==> config.mk <==
export PLATFORM = sky130hd
export DESIGN_NAME = upsample2
export DESIGN_NICKNAME = d
export VERILOG_FILES = /design/src/rtl/upsample_pkg.sv /design/src/rtl/upsample2_line_buf.sv /design/src/rtl/upsample2.sv
export SDC_FILE = /design/constraint.sdc
export NUM_CORES = 1
export LEC_CHECK = 0
export ABC_AREA = 1
export CAP_MARGIN = 20
export CORE_MARGIN = 2
export CORE_UTILIZATION = 45
export DETAILED_ROUTE_END_ITERATION = 7
export GPL_ROUTABILITY_DRIVEN = 1
export GPL_TIMING_DRIVEN = 0
export PLACE_DENSITY = 0.65
export SYNTH_ARGS = -nofsm -noshare
export SYNTH_HDL_FRONTEND = slang
export SYNTH_SLANG_ARGS = --single-unit
==> constraint.sdc <==
create_clock -name clk -period 5.07 [get_ports clk]
set_clock_uncertainty 0.05 [all_clocks]
set_input_delay 0.7605 -clock clk [delete_from_list [all_inputs] [get_ports clk]]
set_output_delay 0.7605 -clock clk [all_outputs]
set_load 0.01 [all_outputs]
==> src/rtl/upsample_pkg.sv <==
// Shared definitions for the 2x nearest-neighbour upsampler.
package upsample_pkg;

   // state | meaning
   // TOP_A | upper output row, waiting to accept a pixel and emit its first copy
   // TOP_B | upper output row, emitting the second copy of the held pixel
   // BOT   | lower output row, replaying the line buffer twice per pixel
   // DRAIN | last pixel of the frame loaded, waiting for it to fire
   typedef enum logic [1:0] {
      TOP_A = 2'd0,
      TOP_B = 2'd1,
      BOT   = 2'd2,
      DRAIN = 2'd3
   } us_state_t;

   // Column/row counters carry one spare bit so the row count can reach IF_SIZE.
   function automatic int cnt_width(input int if_size);
      return $clog2(if_size) + 1;
   endfunction

   // Line buffer address width; never zero so IF_SIZE=1 still has a legal port.
   function automatic int addr_width(input int if_size);
      return (if_size > 1) ? $clog2(if_size) : 1;
   endfunction

endpackage

==> src/rtl/upsample2_line_buf.sv <==
// One-row pixel store: written while the upper output row streams, replayed
// for the lower output row.
module line_buf
   import upsample_pkg::*;
#(
   parameter int  BW      = 16,
   parameter int  IF_SIZE = 4,
   localparam int AW      = addr_width(IF_SIZE)
) (
   input  logic          clk,
   input  logic          wr_en,
   input  logic [AW-1:0] wr_addr,
   input  logic [BW-1:0] wr_data,
   input  logic [AW-1:0] rd_addr,
   output logic [BW-1:0] rd_data
);

   logic [BW-1:0] mem [0:(1<<AW)-1];

   // Storage has no reset: every entry is written before it is read in a frame.
   always_ff @(posedge clk) begin
      if (wr_en) begin
         mem[wr_addr] <= wr_data;
      end
   end

   assign rd_data = mem[rd_addr];

endmodule

==> src/rtl/upsample2.sv <==
// Nearest-neighbour 2x upsampler: each input pixel becomes a 2x2 output block.
module upsample2
   import upsample_pkg::*;
#(
   parameter int BW      = 16,
   parameter int IF_SIZE = 4
) (
   input  logic                 clk,
   input  logic                 global_rst_n,
   input  logic                 rst,
   input  logic signed [BW-1:0] i_data,
   input  logic                 i_valid,
   output logic                 o_in_ready,
   output logic signed [BW-1:0] o_data,
   output logic                 o_valid,
   input  logic                 i_out_ready,
   output logic                 o_end
);

   localparam int CW = cnt_width(IF_SIZE);
   localparam int AW = addr_width(IF_SIZE);
   localparam logic [CW-1:0] LAST = CW'(IF_SIZE - 1);

   us_state_t              state_q, state_d;
   logic [CW-1:0]          col_q, col_d;
   logic [CW-1:0]          row_q, row_d;
   logic                   sub_q, sub_d;
   logic signed [BW-1:0]   data_d;
   logic                   valid_d;
   logic                   end_d;
   logic                   out_fire;
   logic                   free;
   logic                   in_fire;
   logic                   lb_we;
   logic [BW-1:0]          lb_rd;

   assign out_fire = o_valid & i_out_ready;
   assign free     = !o_valid | out_fire;

   line_buf #(
      .BW      (BW),
      .IF_SIZE (IF_SIZE)
   ) u_line_buf (
      .clk     (clk),
      .wr_en   (lb_we),
      .wr_addr (col_q[AW-1:0]),
      .wr_data (i_data),
      .rd_addr (col_q[AW-1:0]),
      .rd_data (lb_rd)
   );

   // Next-state and handshake decode; the output register only moves when free.
   always_comb begin
      state_d    = state_q;
      col_d      = col_q;
      row_d      = row_q;
      sub_d      = sub_q;
      data_d     = o_data;
      valid_d    = o_valid;
      end_d      = 1'b0;
      o_in_ready = 1'b0;
      in_fire    = 1'b0;
      lb_we      = 1'b0;
      unique case (state_q)
         TOP_A: begin
            // A soft clear wins over an offered pixel, so never claim to take it.
            o_in_ready = free & !rst;
            in_fire    = i_valid & o_in_ready;
            if (in_fire) begin
               data_d  = i_data;
               valid_d = 1'b1;
               lb_we   = 1'b1;
               state_d = TOP_B;
            end else if (free) begin
               valid_d = 1'b0;
            end
         end
         TOP_B: begin
            // The held pixel stays valid; its second copy is this same beat.
            if (out_fire) begin
               if (col_q == LAST) begin
                  col_d   = '0;
                  sub_d   = 1'b0;
                  state_d = BOT;
               end else begin
                  col_d   = col_q + CW'(1);
                  state_d = TOP_A;
               end
            end
         end
         BOT: begin
            if (free) begin
               data_d  = lb_rd;
               valid_d = 1'b1;
               sub_d   = ~sub_q;
               if (sub_q) begin
                  if (col_q == LAST) begin
                     col_d   = '0;
                     row_d   = row_q + CW'(1);
                     state_d = (row_q == LAST) ? DRAIN : TOP_A;
                  end else begin
                     col_d = col_q + CW'(1);
                  end
               end
            end
         end
         DRAIN: begin
            if (out_fire) begin
               valid_d = 1'b0;
               end_d   = 1'b1;
               row_d   = '0;
               state_d = TOP_A;
            end
         end
         default: state_d = TOP_A;
      endcase
   end

   // State, counters and output register; soft clear mirrors the async reset.
   always_ff @(posedge clk or negedge global_rst_n) begin
      if (!global_rst_n) begin
         state_q <= TOP_A;
         col_q   <= '0;
         row_q   <= '0;
         sub_q   <= 1'b0;
         o_data  <= '0;
         o_valid <= 1'b0;
         o_end   <= 1'b0;
      end else if (rst) begin
         state_q <= TOP_A;
         col_q   <= '0;
         row_q   <= '0;
         sub_q   <= 1'b0;
         o_data  <= '0;
         o_valid <= 1'b0;
         o_end   <= 1'b0;
      end else begin
         state_q <= state_d;
         col_q   <= col_d;
         row_q   <= row_d;
         sub_q   <= sub_d;
         o_data  <= data_d;
         o_valid <= valid_d;
         o_end   <= end_d;
      end
   end

endmodule
Yosys cells after proc, flatten, opt, wreduce, memory -nomap -nowiden:

Memory sizes are Yosys's and may differ from the RTL's.
Index checks and enable logic that the tools add are counted.

* reductions and logical operators: 13
* multiplexer cells: 45
* bitwise logic cells: 5
* add/sub/neg operators: 2
* equality and inequality tests: 13

Operators with widths (number)
* 16-bit two-way mux: 3
* 16-bit case mux with 2 select lines: 1
* 3-bit two-way mux: 10
* 3-bit inequality test (second input constant): 7
* 2-bit two-way mux: 9
* 1-bit two-way mux: 17
* 3-bit case mux with 2 select lines: 2
* 4-bit AND reduction: 3
* 3-bit nonzero test: 3
* 2-bit case mux with 4 select lines: 1
* 3-bit by 1-bit adder with 3-bit output (second input constant): 2
* 3-bit by 2-bit == test with 1-bit output (second input constant): 2
* 6-bit AND reduction: 1
* 5-bit AND reduction: 1
* 2-bit == test (second input constant): 2
* 4-bit inequality test (second input constant): 1
* 4-bit nonzero test: 1
* 1-bit bitwise AND: 3
* 1-bit case mux with 3 select lines: 1
* 3-bit AND reduction: 1
* 2-bit by 1-bit == test with 1-bit output (second input constant): 1
* 1-bit logical NOT: 2
* 2-bit logical NOT: 1
* 1-bit case mux with 2 select lines: 1
* 2 further kinds: 2

* bits in writable memories: 64
* output and inout port bits: 19
* register bits after elaboration: 27
* memories: 1
* logic and storage cells: 86
* input bits: 21

Memories
* u_line_buf.mem: depth 4, width 16, rd ports 1, clocked after memory_dff 0, write ports 1, RTL line upsample2_line_buf.sv:18 `logic [BW-1:0] mem [0:(1<<AW)-1];`

Longest topological paths before layout:

Gate-level depths: netlist (run 1).

* depth after elaboration: 8
* gate-level depth with buffers: 10
* mapped depth without buffers: 9

Hierarchy:

From an unflattened synthesis (run 1), not the netlist that was laid out.

* cells, all modules: 496
* area total of the unflattened synthesis: 4370.4 um2

Modules (own cells, without submodules)
* line_buf: times used 1, area each 2758.9 um2, cells each 259, seq. area each 1921.8 um2
* upsample2: times used 1, area each 1611.5 um2, cells each 237, seq. area each 675.6 um2

Worst setup path after synthesis (run 1):

OpenSTA, ideal clock, no wires.

* path kind: input port to flip-flop
* start: in rst
* end: mem u_line_buf.mem[0][0] (enable)
* arrival time: 2142 ps
* cell stages on the path: 6
* setup slack: 2490 ps
* required time: 4631 ps
* setup time: 389 ps
* buffers on the path: 1
* cells stage by stage: buf_6 nor2_2 inv_1 nor2_1 nand2_1 nor2_1

* word-level cells in the longest chain between the ends: 7

RTL lines
* start: declaration: RTL line upsample2.sv:10 `input logic rst,`
* 1-bit logical NOT: RTL line upsample2.sv:67 `o_in_ready = free & !rst;`
* 1-bit bitwise AND: RTL line upsample2.sv:67
* 1-bit bitwise AND: RTL line upsample2.sv:68 `in_fire = i_valid & o_in_ready;`
* 1-bit two-way mux: RTL line upsample2.sv:69 `if (in_fire) begin`
* 1-bit two-way mux: RTL line upsample2.sv:64 `unique case (state_q)`
* 1-bit two-way mux: RTL line upsample2_line_buf.sv:22 `if (wr_en) begin`
* 1-bit two-way mux (not written as such): RTL line upsample2_line_buf.sv:23 `mem[wr_addr] <= wr_data;`
* end: declaration: RTL line upsample2_line_buf.sv:18

Every way passes these cells.

Final worst setup path (run 1):

* start: in i_out_ready
* end: out o_in_ready

* word-level cells in the longest chain between the ends: 4

RTL lines
* start: declaration: RTL line upsample2.sv:16 `input logic i_out_ready,`
* 1-bit bitwise AND: RTL line upsample2.sv:37 `assign out_fire = o_valid & i_out_ready;`
* 1-bit OR: RTL line upsample2.sv:38 `assign free = !o_valid | out_fire;`
* 1-bit bitwise AND: RTL line upsample2.sv:67
* 1-bit two-way mux: RTL line upsample2.sv:64
* end: declaration: RTL line upsample2.sv:13 `output logic o_in_ready,`

Every way passes these cells.

==> metrics.txt, run 1 <==
status finished clean; HP Class reg -> reg; Ports 40; Sw Ratio between 30% and 40%; GPL Wtd Cong between 0.8 and 0.9; Clk network pwr share 20.4%; Pre-antenna DRT Iters 4; Syn. warnings 0; row cnt 35; Seq/Total Area, Yosys 60.4%; Slew @ Worst Pin between 0.9 and 1 ns; starting density of the core 46.5%; Clock Tree Buf Depth 2; first-pass GRT wire length roughly 15 mm; CTS resizes 0; cts bufs inserted 9; ratio of cells with drive above 1 in the final layout 9.53%; die area 0.0104 mm2; vias in the first global route between 3k and 4k; Final setup viols 0; diode count 0; NetSw around 0.7 mW; Clock Latency Late Sink 0.35 ns; Die Wd 102 um; final-stage net count 557; Worst EP arrival around 2.2 ns; total clock sinks 91; total wire length 9.20 mm; Logic pwr share between 30 and 40%; final period utilization 59.6%; drt first-iter violations ~180; fmax 331 MHz; CTS tree yes; syn_nets 505; minimum clock period slightly above 3 ns; Max-Cap Viols 0; Slew HR 38.8%; antenna viol nets, final 0; DRC viols 0; Max Fanout on Critical Path 3; initial antenna violation count 0; TNS Setup 0 ns; CP Launch Type primary input; post-DR wirelength/cell 13.9 um; Max Transition Viols Final 0; internal power between 1 and 1.5 mW; RSZ-0062 raised after global routing no; static leakage 2.34 nW; all-layer global routing usage 19.9%; DR vias/cell ~4.8; Hold-fix buffers, CTS 0; critical path type in -> out; Vias ~3.2k; power per cell area just over 400 mW/mm2; post-DP HPWL around 6.5 mm; sequential power share about 46%; cell count after synthesis 478; root buf cell clkbuf_8; Synth Register Bits 91; post-route total power 2.03 mW; clk slew on worst S/H paths 0.08 ns; CTS H-tree depth 3; Worst EP required 4.26 ns; Syn Std Cell Area roughly 0.0043 mm2; core footprint 0.00924 mm2; Netlist cell types 24; # port buffers 38; crit path capture type primary output; Final Hold Vio Count 0; Die Ht 102 um; synthesis-to-layout area growth 17.5%; grt ovf 0; Avg Inst Size Synth 9.00 um2; Post CTS Setup Buffer Count 0; largest net degree at the start of global routing 18; peak supply drop 250 uV
[cells in the final DEF (no fill, tap or decap)]
cell	instances
buf_6	2
inv_2	2
nor3_1	3
buf_2	8
clkinvlp_4	1
buf_8	3
nor2_2	6
nand2_2	8
buf_12	1
o21ai_0	2
edfxtp_1	64
dfrtp_1	27
clkinv_1	1
nand2_4	3
nand3_1	50
clkbuf_8	9
nor2_4	3
clkbuf_1	9
nand3b_1	1
nand2_1	196
buf_4	1
o21ai_2	1
nor2_1	27
ha_1	6
inv_1	58
clkinv_2	2
inv_4	1
a21oi_1	2
clkdlybuf4s50_1	38
[power groups by stage]
stage / logic (mW) / registers (mW) / clock network [mW]
floorplan: 0.421 / 0.967 / 0
finish: 0.677 / 0.941 / 0.415
global route: 0.770 / 0.952 / 0.457
detailed placement: 0.685 / 0.957 / 0
CTS: 0.688 / 0.943 / 0.428
global placement: 0.668 / 0.954 / 0
[Yosys cell counts]
cell type | number | area, um2
nand2_1 | 196 | 736
edfxtp_1 | 64 | 1920
inv_1 | 58 | 218
nand3_1 | 50 | 250
nor2_1 | 31 | 116
dfrtp_1 | 27 | 676
buf_2 | 8 | 40.0
nand2_2 | 8 | 50.1
ha_1 | 6 | 75.1
clkbuf_1 | 5 | 18.8
nand2_4 | 3 | 33.8
nor2_4 | 3 | 33.8
nor3_1 | 3 | 15.0
a21oi_1 | 2 | 10.0
buf_6 | 2 | 22.5
inv_2 | 2 | 7.51
nor2_2 | 2 | 12.5
o21ai_0 | 2 | 10.0
buf_12 | 1 | 20.0
buf_4 | 1 | 7.51
clkinv_1 | 1 | 3.75
inv_4 | 1 | 6.26
nand3b_1 | 1 | 7.51
o21ai_2 | 1 | 8.76
[worst max-delay path, stage by stage]
cell and delay [ns]:
clkdlybuf4s50_1 0.47, inv_1 0.04, nand2_1 0.11, inv_1 0.11
nor2_1 0.16, clkdlybuf4s50_1 0.56
[cells by family (layout without fill, tap and decap cells)]
family,count (synthesis),in the layout,share of synthesized area [%]
simple gates,297,297,29.2
flops,91,91,60.4
buf+inv,79,136,8.00
fa+ha+maj,6,6,1.75
compound gates,5,5,0.669
[layout make-up]
cell class / instances / area, um2
fill: 857 / 4190
sequential: 91 / 2600
multi-input combinational: 308 / 1370
timing repair buffer: 41 / 425
inverter: 62 / 235
tap: 129 / 161
clock buffer: 13 / 139
buffer: 17 / 109
clock inverter: 3 / 17.5
[state kept, by name, indices dropped and copies added, names as in the netlist]
| name | flops |
|---|---|
| u_line_buf.mem | 64 |
| o_data | 16 |
| row_q | 3 |
| o_valid | 1 |
| state_q | 2 |
| o_end | 1 |
| sub_q | 1 |
| col_q | 3 |
[routing by layer]
metal	up-vias	GRT usage, %	part of all wire, %
met3	10	4.97	4.3
met2	75	33.2	49
met5	-	0	0
met4	0	6.44	1.7
li1	1596	-	-
met1	1479	25.6	45
[per-stage QoR]
| step | area (um2) | setup slack, ns | hold WS (ns) | util (%) | cells |
|---|---|---|---|---|---|
| 2_1_floorplan | 4300 | 2.49 | 0.392 | - | 478 |
| 3_3_place_gp | 4840 | 1.44 | 0.408 | 52.4 | 645 |
| 3_5_place_dp | 4900 | 1.98 | 0.414 | 53.0 | 648 |
| 4_1_cts | 5050 | 2.04 | 0.435 | 54.7 | 664 |
| 5_1_grt | 5050 | 1.94 | 0.454 | 54.7 | 664 |
| 6_report | 5050 | 2.05 | 0.429 | 54.7 | 664 |
[final timing paths]
path | start | end | slack, ns | cells after the start
min in group asynchronous | global_rst_n | o_data[12] | 0.82 | 1
worst min register to register | o_data[14] | o_data[14] | 0.43 | 2
max in group asynchronous | global_rst_n | col_q[1] | 3.60 | 2
worst max-delay path | i_out_ready | o_in_ready | 2.05 | 6
worst max register to register | col_q[1] | u_line_buf.mem[1][2] | 2.63 | 6
worst min-delay path | o_data[14] | o_data[14] | 0.43 | 2
No activity file was read; power rests on OpenSTA's default activity.
==> run 2: changes to the inputs <==
==> constraint.sdc (replaced) <==
create_clock -name clk -period 2.95 [get_ports clk]
set_clock_uncertainty 0.05 [all_clocks]
set_input_delay 0.4425 -clock clk [delete_from_list [all_inputs] [get_ports clk]]
set_output_delay 0.4425 -clock clk [all_outputs]
set_load 0.01 [all_outputs]
==> results of run 2 <==
The final DEF is identical to that of run 1. Status: finished clean.
Among the figures that moved: setup slack after placement 1.98 ns -> 0.182 ns; setup slack after layout 2.05 ns -> 0.514 ns; start point of the critical path i_out_ready -> col_q[1]; end point of the critical path o_in_ready -> u_line_buf.mem[1][2]; register-to-register setup slack 2.63 ns -> 0.51 ns; total power 2.03 mW -> 3.50 mW; worst IR drop on VDD 250 uV -> 430 uV
==> run 3: changes to the inputs <==
--- a/config.mk
+++ b/config.mk
@@ -12,7 +12,7 @@
 export DETAILED_ROUTE_END_ITERATION = 7
 export GPL_ROUTABILITY_DRIVEN = 1
 export GPL_TIMING_DRIVEN = 0
-export PLACE_DENSITY = 0.65
+export PLACE_DENSITY = 0.68
 export SYNTH_ARGS = -nofsm -noshare
 export SYNTH_HDL_FRONTEND = slang
 export SYNTH_SLANG_ARGS = --single-unit
==> constraint.sdc (replaced) <==
create_clock -name clk -period 2.2 [get_ports clk]
set_clock_uncertainty 0.05 [all_clocks]
set_input_delay 0.33 -clock clk [delete_from_list [all_inputs] [get_ports clk]]
set_output_delay 0.33 -clock clk [all_outputs]
set_load 0.01 [all_outputs]
==> run 3 against run 2 <==
Net effect: the flow now finishes with violations (setup timing); sequential power up 34%; clock power up 53%; combinational power up 40%; cell area up 1.7%; critical path depth up 1.
==> metrics.txt, run 3 (synthesized netlist as in run 1, its figures left out) <==
status finished with violations; failing checks setup timing; initial antenna violation count 0 (unchanged); Seq. cell area 0.00260 mm2 (about the same); vias in the first global route 3,187 (-0.50%); final period utilization 101%; Vias 3,235 (+2.4%); CP delay by family, top buffers and inverters; # fillers 826 (-3.6%); Pre-antenna DRT Iters 4 (unchanged); die area 0.0104 mm2 (unchanged); ratio of cells with drive above 1 in the final layout 10.6% (+1.1 points); grt ovf 0 (unchanged); Final setup viols 22 (+22); max FFs per register 64 (unchanged); most common cell after layout, fill and taps aside nand2_1; antenna viol nets, final 0 (unchanged); Worst EP arrival between 2 and 2.5 ns; HP Class in -> reg; Worst R2R Setup Slack -0.02 ns; DRC viols 0 (unchanged); # port buffers 38 (unchanged); post-DP HPWL 6.62 mm (+1.3%); TNS Setup -0.347 ns (-0.347 ns); CP startpoint col_q[0]; fmax 450 MHz; CP peak stage delay 0.42 ns; total wire length 9.63 mm (+4.7%); Slew @ Worst Pin 0.765 ns (-0.152 ns); first-pass GRT wire length 15.3 mm (-0.54%); RSZ-0062 raised after global routing yes; all-layer global routing usage 19.7% (-0.21 points); Ports 40 (unchanged); R2R Path End u_line_buf.mem[2][14]; R2R depth 7 (+1); critical path type reg -> reg; Placement Cell Area 0.00490 mm2 (unchanged); Clock Tree Buf Depth 2 (unchanged); cts bufs inserted 9 (unchanged); total clock sinks 91 (unchanged); CP Launch Type flip-flop; drt first-iter violations 183 (+4.6%); power per cell area 950 mW/mm2; slowest CP cell dfrtp_1; Buf/Inv on CP 5 (+1); starting density of the core 46.5% (unchanged); CTS H-tree depth 3 (unchanged); Hold-fix buffers, CTS 0 (unchanged); Clock Latency Late Sink 0.35 ns (about the same); Max Transition Viols Final 0 (unchanged); core footprint 0.00924 mm2 (unchanged); minimum clock period 2.22 ns; Final Hold Vio Count 0 (unchanged); Worst EP required 2.21 ns; post-DR wirelength/cell 14.5 um (+4.4%); clk slew on worst S/H paths 0.09 ns (about the same); Die Wd 102 um (unchanged); Slew HR 48.9% (+10 points); final-stage net count 559 (+0.36%); largest net degree at the start of global routing 17 (-1); fin area 0.00514 mm2 (+1.7%); crit path capture type flip-flop; Max-Cap Viols 0 (unchanged); row cnt 35 (unchanged); final cell utilization of the core 55.6% (+0.91 points); DR vias/cell 4.86 (+2.1%); peak supply drop ~450 uV; Setup crit end u_line_buf.mem[2][14]; Biggest register u_line_buf.mem; most frequent cells in the layout nand2_1 (196), edfxtp_1 (64), inv_1 (58), nand3_1 (50), clkdlybuf4s50_1 (37); static leakage 2.38 nW (+1.6%); Max Fanout on Critical Path 11; root buf cell clkbuf_8; Multi-input gate area 0.00138 mm2 (+0.73%); Hold WS 0.361 ns (-0.0688 ns); synthesis-to-layout area growth 19.5%; largest registers u_line_buf.mem x64, o_data x16; Crit path depth 7 (+1); Worst R2R Start col_q[0]; GPL Wtd Cong 0.836 (-5.8%); CP Cell Sequence buf_2 > inv_1 > buf_2 > ha_1 > inv_1 > nor2_2 > buf_8; Final WS setup -0.0234 ns; pre-CTS WS -0.451 ns; diode count 0 (unchanged); Die Ht 102 um (unchanged); CTS tree yes
## run 3: power by group
group / leakage [nW] / internal, mW / total (mW) / switching [mW]
logic: 1.35 / 0.621 / 1.62 / 1.00
clock network: 0.0956 / 0.505 / 1.09 / 0.585
registers: 0.933 / 2.05 / 2.17 / 0.113
total: 2.38 / 3.18 / 4.88 / 1.70
## run 3: timing repair
action                                  4_1_cts  5_1_grt
gates resized for setup                       4        0
cloned                                        0        0
endpoints found under the setup margin       43       54
buffers inserted                              0        2
## run 3: routing by layer
layer | global-route usage (%) | wire, um | vias up
li1 | - | - | 1602
met1 | 26.2 | 4360 | 1535
met2 | 32.6 | 4710 | 85
met3 | 2.90 | 381 | 13
met4 | 8.00 | 179 | 0
met5 | 0 | 0 | -
## run 3: worst min path at each step
stage                      start       end  slack [ns]  cells after the start
floorplan           global_rst_n  col_q[0]       -0.02                      0
global placement        row_q[2]  row_q[2]        0.41                      2
detailed placement      row_q[2]  row_q[2]        0.41                      2
CTS                          rst     sub_q        0.35                      4
global route                 rst     sub_q        0.37                      4
finish                       rst     sub_q        0.36                      4
## run 3: stage by stage
stage	instances	power (mW)
6_report	666	4.88
5_1_grt	666	5.19
4_1_cts	664	4.88
3_5_place_dp	648	3.80
3_3_place_gp	645	3.73
2_1_floorplan	478	3.20
## run 3: final cells by class
cell class                 instances  share of cell area, %
buffer                            17                   2.12
clock buffer                      13                   3.29
clock inverter                     3                  0.414
inverter                          62                   4.58
multi-input combinational        308                   26.8
sequential                        91                   50.6
tap                              129                   3.14
timing repair buffer              43                   9.04
## run 3: worst min-delay path, stage by stage
cell and delay, ns:
buf_6 0.12, nor2_1 0.06, nand2_1 0.11, o21ai_0 0.10
